File: config.mk
export PLATFORM = sky130hd
export DESIGN_NAME = pipelined_carry_adder
export DESIGN_NICKNAME = d
export VERILOG_FILES = /design/src/rtl/pipelined_carry_adder.sv
export SDC_FILE = /design/constraint.sdc
export NUM_CORES = 1
export LEC_CHECK = 0
export ABC_CLOCK_PERIOD_IN_PS = 6670
export BUFFER_PORTS_ARGS = -buffer_cell sky130_fd_sc_hd__clkbuf_2
export CAP_MARGIN = 15
export CORE_ASPECT_RATIO = 0.5
export CORE_MARGIN = 3
export CORE_UTILIZATION = 41
export CTS_CLUSTER_DIAMETER = 120
export CTS_CLUSTER_SIZE = 30
export DETAILED_ROUTE_END_ITERATION = 16
export MAX_ROUTING_LAYER = met4
export PLACE_DENSITY = 0.59
export SYNTH_ARGS = -nofsm -noshare
export SYNTH_HDL_FRONTEND = slang
export SYNTH_SLANG_ARGS = --single-unit
export TNS_END_PERCENT = 5
File: constraint.sdc
create_clock -name clk -period 6.67 [get_ports clk]
set_input_delay 0.3335 -clock clk [delete_from_list [all_inputs] [get_ports clk]]
set_output_delay 0.3335 -clock clk [all_outputs]
set_load 0.005 [all_outputs]
File: src/rtl/pipelined_carry_adder.sv
// WIDTH-bit adder whose carry chain is cut into STAGES registered slices, with valid/ready flow control.
// Optional signed-overflow output is enabled by defining PIPELINED_CARRY_ADDER_OVF_EN.
module pipelined_carry_adder #(
    parameter int unsigned WIDTH  = 16,
    parameter int unsigned STAGES = 4
) (
    input  logic             clk,
    input  logic             rst,
    input  logic             in_valid,
    output logic             in_ready,
    input  logic [WIDTH-1:0] a,
    input  logic [WIDTH-1:0] b,
    input  logic             cin,
    output logic             out_valid,
    input  logic             out_ready,
    output logic [WIDTH-1:0] sum,
    output logic             cout
`ifdef PIPELINED_CARRY_ADDER_OVF_EN
    ,
    output logic             ovf
`endif
);

    localparam int unsigned SLICE = (STAGES == 0) ? 1 : WIDTH / STAGES;
    localparam int unsigned LAST  = (STAGES == 0) ? 0 : STAGES - 1;

    if (WIDTH < 2 || STAGES < 1 || STAGES > WIDTH || (WIDTH % STAGES) != 0) begin : gen_bad_params
        $error("pipelined_carry_adder: WIDTH must be >= 2 and a multiple of STAGES (1..WIDTH)");
    end

    // Full-adder ripple across one slice; returns {carry_out, slice_sum}.
    function automatic logic [SLICE:0] ripple(input logic [SLICE-1:0] x,
                                              input logic [SLICE-1:0] y,
                                              input logic             ci);
        logic [SLICE-1:0] s;
        logic             c;
        c = ci;
        s = '0;
        for (int i = 0; i < int'(SLICE); i++) begin
            s[i] = x[i] ^ y[i] ^ c;
            c    = (x[i] & y[i]) | (c & (x[i] ^ y[i]));
        end
        return {c, s};
    endfunction

    // Stage registers: operands travel with the partial sum so higher slices meet their carry.
    logic [STAGES-1:0] v_q;
    logic [STAGES-1:0] c_q;
    logic [WIDTH-1:0]  a_q [STAGES];
    logic [WIDTH-1:0]  b_q [STAGES];
    logic [WIDTH-1:0]  s_q [STAGES];

    logic [STAGES-1:0] v_in;
    logic [STAGES-1:0] c_in;
    logic [WIDTH-1:0]  a_in [STAGES];
    logic [WIDTH-1:0]  b_in [STAGES];
    logic [WIDTH-1:0]  s_in [STAGES];

    logic [STAGES-1:0] c_d;
    logic [WIDTH-1:0]  s_d [STAGES];

    logic stall;

    assign out_valid = v_q[LAST];
    assign sum       = s_q[LAST];
    assign cout      = c_q[LAST];
    assign stall     = out_valid && !out_ready;
    assign in_ready  = !stall;

    // Stage 0 is fed from the ports, every other stage from the previous stage's register.
    always_comb begin
        v_in    = '0;
        c_in    = '0;
        v_in[0] = in_valid;
        c_in[0] = cin;
        a_in[0] = a;
        b_in[0] = b;
        s_in[0] = '0;
        for (int k = 1; k < int'(STAGES); k++) begin
            v_in[k] = v_q[k-1];
            c_in[k] = c_q[k-1];
            a_in[k] = a_q[k-1];
            b_in[k] = b_q[k-1];
            s_in[k] = s_q[k-1];
        end
    end

    always_comb begin
        c_d = '0;
        for (int k = 0; k < int'(STAGES); k++) begin
            logic [SLICE:0] res;
            res    = ripple(a_in[k][k*SLICE +: SLICE], b_in[k][k*SLICE +: SLICE], c_in[k]);
            s_d[k] = s_in[k];
            s_d[k][k*SLICE +: SLICE] = res[SLICE-1:0];
            c_d[k] = res[SLICE];
        end
    end

`ifdef PIPELINED_CARRY_ADDER_OVF_EN
    logic ovf_d;
    logic ovf_q;

    assign ovf_d = (a_in[LAST][WIDTH-1] == b_in[LAST][WIDTH-1]) &&
                   (s_d[LAST][WIDTH-1] != a_in[LAST][WIDTH-1]);
    assign ovf   = ovf_q;

    always_ff @(posedge clk) begin
        if (rst) begin
            ovf_q <= 1'b0;
        end else if (!stall) begin
            ovf_q <= ovf_d;
        end
    end
`endif

    // Global stall: the whole pipe, valid bits included, freezes while the output is blocked.
    always_ff @(posedge clk) begin
        if (rst) begin
            v_q <= '0;
            c_q <= '0;
            for (int k = 0; k < int'(STAGES); k++) begin
                a_q[k] <= '0;
                b_q[k] <= '0;
                s_q[k] <= '0;
            end
        end else if (!stall) begin
            v_q <= v_in;
            c_q <= c_d;
            for (int k = 0; k < int'(STAGES); k++) begin
                a_q[k] <= a_in[k];
                b_q[k] <= b_in[k];
                s_q[k] <= s_d[k];
            end
        end
    end

endmodule

* Yosys cells after proc, flatten, opt, wreduce, memory -nomap -nowiden
Memory sizes are Yosys's and may differ from the RTL's. Index checks and enable logic that the tools add are counted.
Word-level totals: bits in registers 8, memory bits (writable) 192, input port bits 37, output and inout port bits 19, logic and storage cells 117, memories 3
Cells by class: muxes and demuxes 17, bitwise gates (word level) 92, reduce and logical (&&, ||, !) cells 3
Memory list:
- a_q | depth 4, width 16, read ports 3, clocked after Yosys merged registers in 0, wr ports 4, line 49 | logic [WIDTH-1:0] a_q [STAGES];
- b_q | depth 4, width 16, read ports 3, clocked after Yosys merged registers in 0, wr ports 4, line 50 | logic [WIDTH-1:0] b_q [STAGES];
- s_q | depth 4, width 16, read ports 4, clocked after Yosys merged registers in 0, wr ports 4, line 51 | logic [WIDTH-1:0] s_q [STAGES];
Operators by type and width (number):
- 16-bit 2-to-1 mux | 12
- 1-bit bitwise AND | 32
- 1-bit XOR | 32
- 1-bit OR | 28
- 1-bit 2-to-1 mux | 5
- 1-bit zero test | 2
- 1-bit logical AND | 1

* Logic depth before layout (Yosys ltp)
An unclocked memory read counts as a cell.
word-level depth 10, mapped depth 8, depth with buffers taken out 8

* Worst setup path after synthesis
Ideal clock, no wire load.
path kind input port to flip-flop, from in rst, to mem a_q[0][10] (enable), setup time 0.462 ns, arrival time 2.812 ns, required time 6.208 ns, setup slack 3.397 ns, stages 3, path buffers 2, cells stage by stage buf_2 -> buf_2 -> nand2b_1
RTL lines:
- from (decl) | line 8 | input logic rst,
- to (decl) | line 49

* Worst setup path in the final report
from reg v_q[3], to out in_ready
Between the ends: word-level cells in the longest chain between the ends 2
RTL lines:
- from (decl) | line 47 | logic [STAGES-1:0] v_q;
- from (signal assigned) | line 127 | v_q <= v_in;
- 1-bit logical AND | line 67 | assign stall = out_valid && !out_ready;
- 1-bit zero test
- to (decl) | line 10 | output logic in_ready,
Every way passes these cells.

==> impl_metrics.tcl <==
set metrics [dict create \
    outcome "complete, no violations" \
    clock_path_buffers 2 \
    yosysWarnings 0 \
    layout_commonest_cell "edfxtp_1" \
    clockRootBuffer "clkbuf_16" \
    antenna_cells 0 \
    first_global_vias 2254 \
    holdBufCountCts 0 \
    syn_area_um2 4190 \
    fin_util_pct 49.9 \
    drcViolationCount 0 \
    yosysSeqAreaShare_pct 66.9 \
    power_density_nw_per_um2 271 \
    setup_viol 0 \
    cts_made_buffers 9 \
    cp-start-kind "flop" \
    num_rows 25 \
    cts_sinks 96 \
    cts_max_level 3 \
    worst-setup-path-type "flop to primary output" \
    drt_pass1_iterations 4 \
    num_io_pins 56 \
    gp_congestion 0.678 \
    rsz0062_at_grt "false" \
    fin_skew_ns 0.00608 \
    period_needed_ns 2.44 \
    dp_hpwl_mm 3.86 \
    critPathMaxStageDelay_ns 0.73 \
    ant_nets 0 \
    nets 369 \
    die_w_um 149 \
    hold_slack_ns 0.259 \
    postCtsSetupRepairBufs 0 \
    required_ns 6.34 \
    slew_headroom_pct 36.4 \
    fill_cells 850 \
    clkLatencyLatePin_ns 0.33 \
    start_util_pct 43.2 \
    drt-initial-drc-count 166 \
    layout_common_cells "edfxtp_1, nor3b_1, clkbuf_2" \
    ys_types 17 \
    path_cells "nor2b_4 > buf_4 > inv_4 > clkbuf_2" \
    syn_nets 322 \
    port_buffers 55 \
    wl_per_cell_um 14.4 \
    crit_arrival_ns 2.11 \
    finalHoldViolCount 0 \
    peakVddDrop_uv 136 \
    slew_viol_final 0 \
    endpoint_kind "primary output" \
    p_leak_uw 0.00193 \
    num_vias 2151 \
    grt_overflow_total 0 \
    fin_setup_tns_ns 0 \
    track_usage_pct 12.6 \
    cts_tree "built" \
    synthToLayoutAreaGrowth_pct 15.5 \
    drv_cap 0 \
    cp_top_family "buffers and inverters" \
    cts_resized 0 \
    min_path_type "primary input to flop" \
    synthCells 269 \
    min_period_over_period_pct 36.6 \
    drive_gt1_share_pct 24.6 \
    clock.fmax_mhz 410 \
    grt_pass1_wl_mm 11.1 \
    clk_pin_slew_ns 0.06 \
    slowest_stage "buf_4" \
    wl_mm 6.56 \
    worst_pin_slew_ns 0.954 \
    via_per_inst 4.72 \
    core-area_um2 9700 \
    synth_seq_cells 96 \
    grt_max_degree 99 \
    antenna_found_initial 0 \
    dieArea_um2 11500 \
    worst-path-buf-inv 3 \
    fp.dieH_um 77.5 \
    postSynthAreaPerCell_um2 15.6 \
    cp_max_fo 90 \
]
worst paths after layout:
kind / from / to / slack (ns) / cells past startpoint
max: v_q[3]$_SDFFE_PP0N_ / in_ready / 4.23 / 4
min reg2reg: v_q[2]$_SDFFE_PP0N_ / v_q[3]$_SDFFE_PP0N_ / 0.47 / 2
max reg2reg: a_q[0][44]$_SDFFCE_PN0P_ / s_q[0][63]$_SDFFCE_PN0P_ / 4.33 / 8
min: in_valid / v_q[0]$_SDFFE_PP0N_ / 0.26 / 3
logic make-up after synthesis:
logic type,synth area share (%)
AOI/OAI and AO/OA,1.43
adders and majority gates,7.64
buffers and inverters,6.51
DFF,66.9
muxes,0.478
and+or+nand+nor,17.1
layout make-up:
type,count,area [µm²],share of cell area (%)
repair buffers,57,313,6.46
well taps,135,169,3.49
clock inverters,6,83.8,1.73
clock buffers,10,229,4.73
flip-flops and latches,96,2800,57.9
inverters,30,115,2.38
multi-input cells,122,1130,23.3
per-layer routing:
layer	vias up	global-route usage, %	wire (µm)	part of all wire [%]
met5	-	-	0	0
met4	0	3.56	82	1.3
met3	8	4.73	283	4.3
met2	37	18.3	3110	47
met1	1052	16.8	3080	47
li1	1054	-	-	-
cell usage after synthesis:
cell	number	share of area, %
edfxtp_1	88	63
nor3b_1	84	15
inv_1	29	2.6
fa_1	16	7.6
buf_2	9	1.1
buf_6	9	2.4
dfxtp_1	8	3.8
nor3_1	8	0.96
a211oi_2	4	1.2
nand2b_1	4	0.60
clkbuf_1	3	0.27
mux2i_1	2	0.48
a21oi_1	1	0.12
inv_4	1	0.15
nand4bb_1	1	0.27
nor2b_2	1	0.21
o21ai_1	1	0.12
worst reg2reg max path, delay by kind of cell, from the launching register on:
family	cells	cell delay, ns
fa+ha+maj	4	1.35
buf+inv	3	0.22
flops	1	0.39
simple gates	1	0.21
power by group:
part	internal (µW)	switching [µW]
Sequential	693	9.95
Clock	327	204
Combinational	40.7	38.2
sequential cells by signal (all words and copies together), names as in the netlist:
name and count:
a_q 24, v_q 4, b_q 24, s_q 40
c_q 4
stage by stage:
| stage | worst slack [ns] | area (µm²) | instances | power [µW] |
|---|---|---|---|---|
| 3_5_place_dp | 4.08 | 4500 | 439 | 796 |
| 2_1_floorplan | 3.40 | 4190 | 269 | 766 |
| 4_1_cts | 4.17 | 4810 | 455 | 1330 |
| 6_report | 4.23 | 4840 | 456 | 1310 |
| 5_1_grt | 4.03 | 4840 | 456 | 1370 |
| 3_3_place_gp | 4.15 | 4500 | 439 | 791 |
No activity file was read; power rests on OpenSTA's default activity.
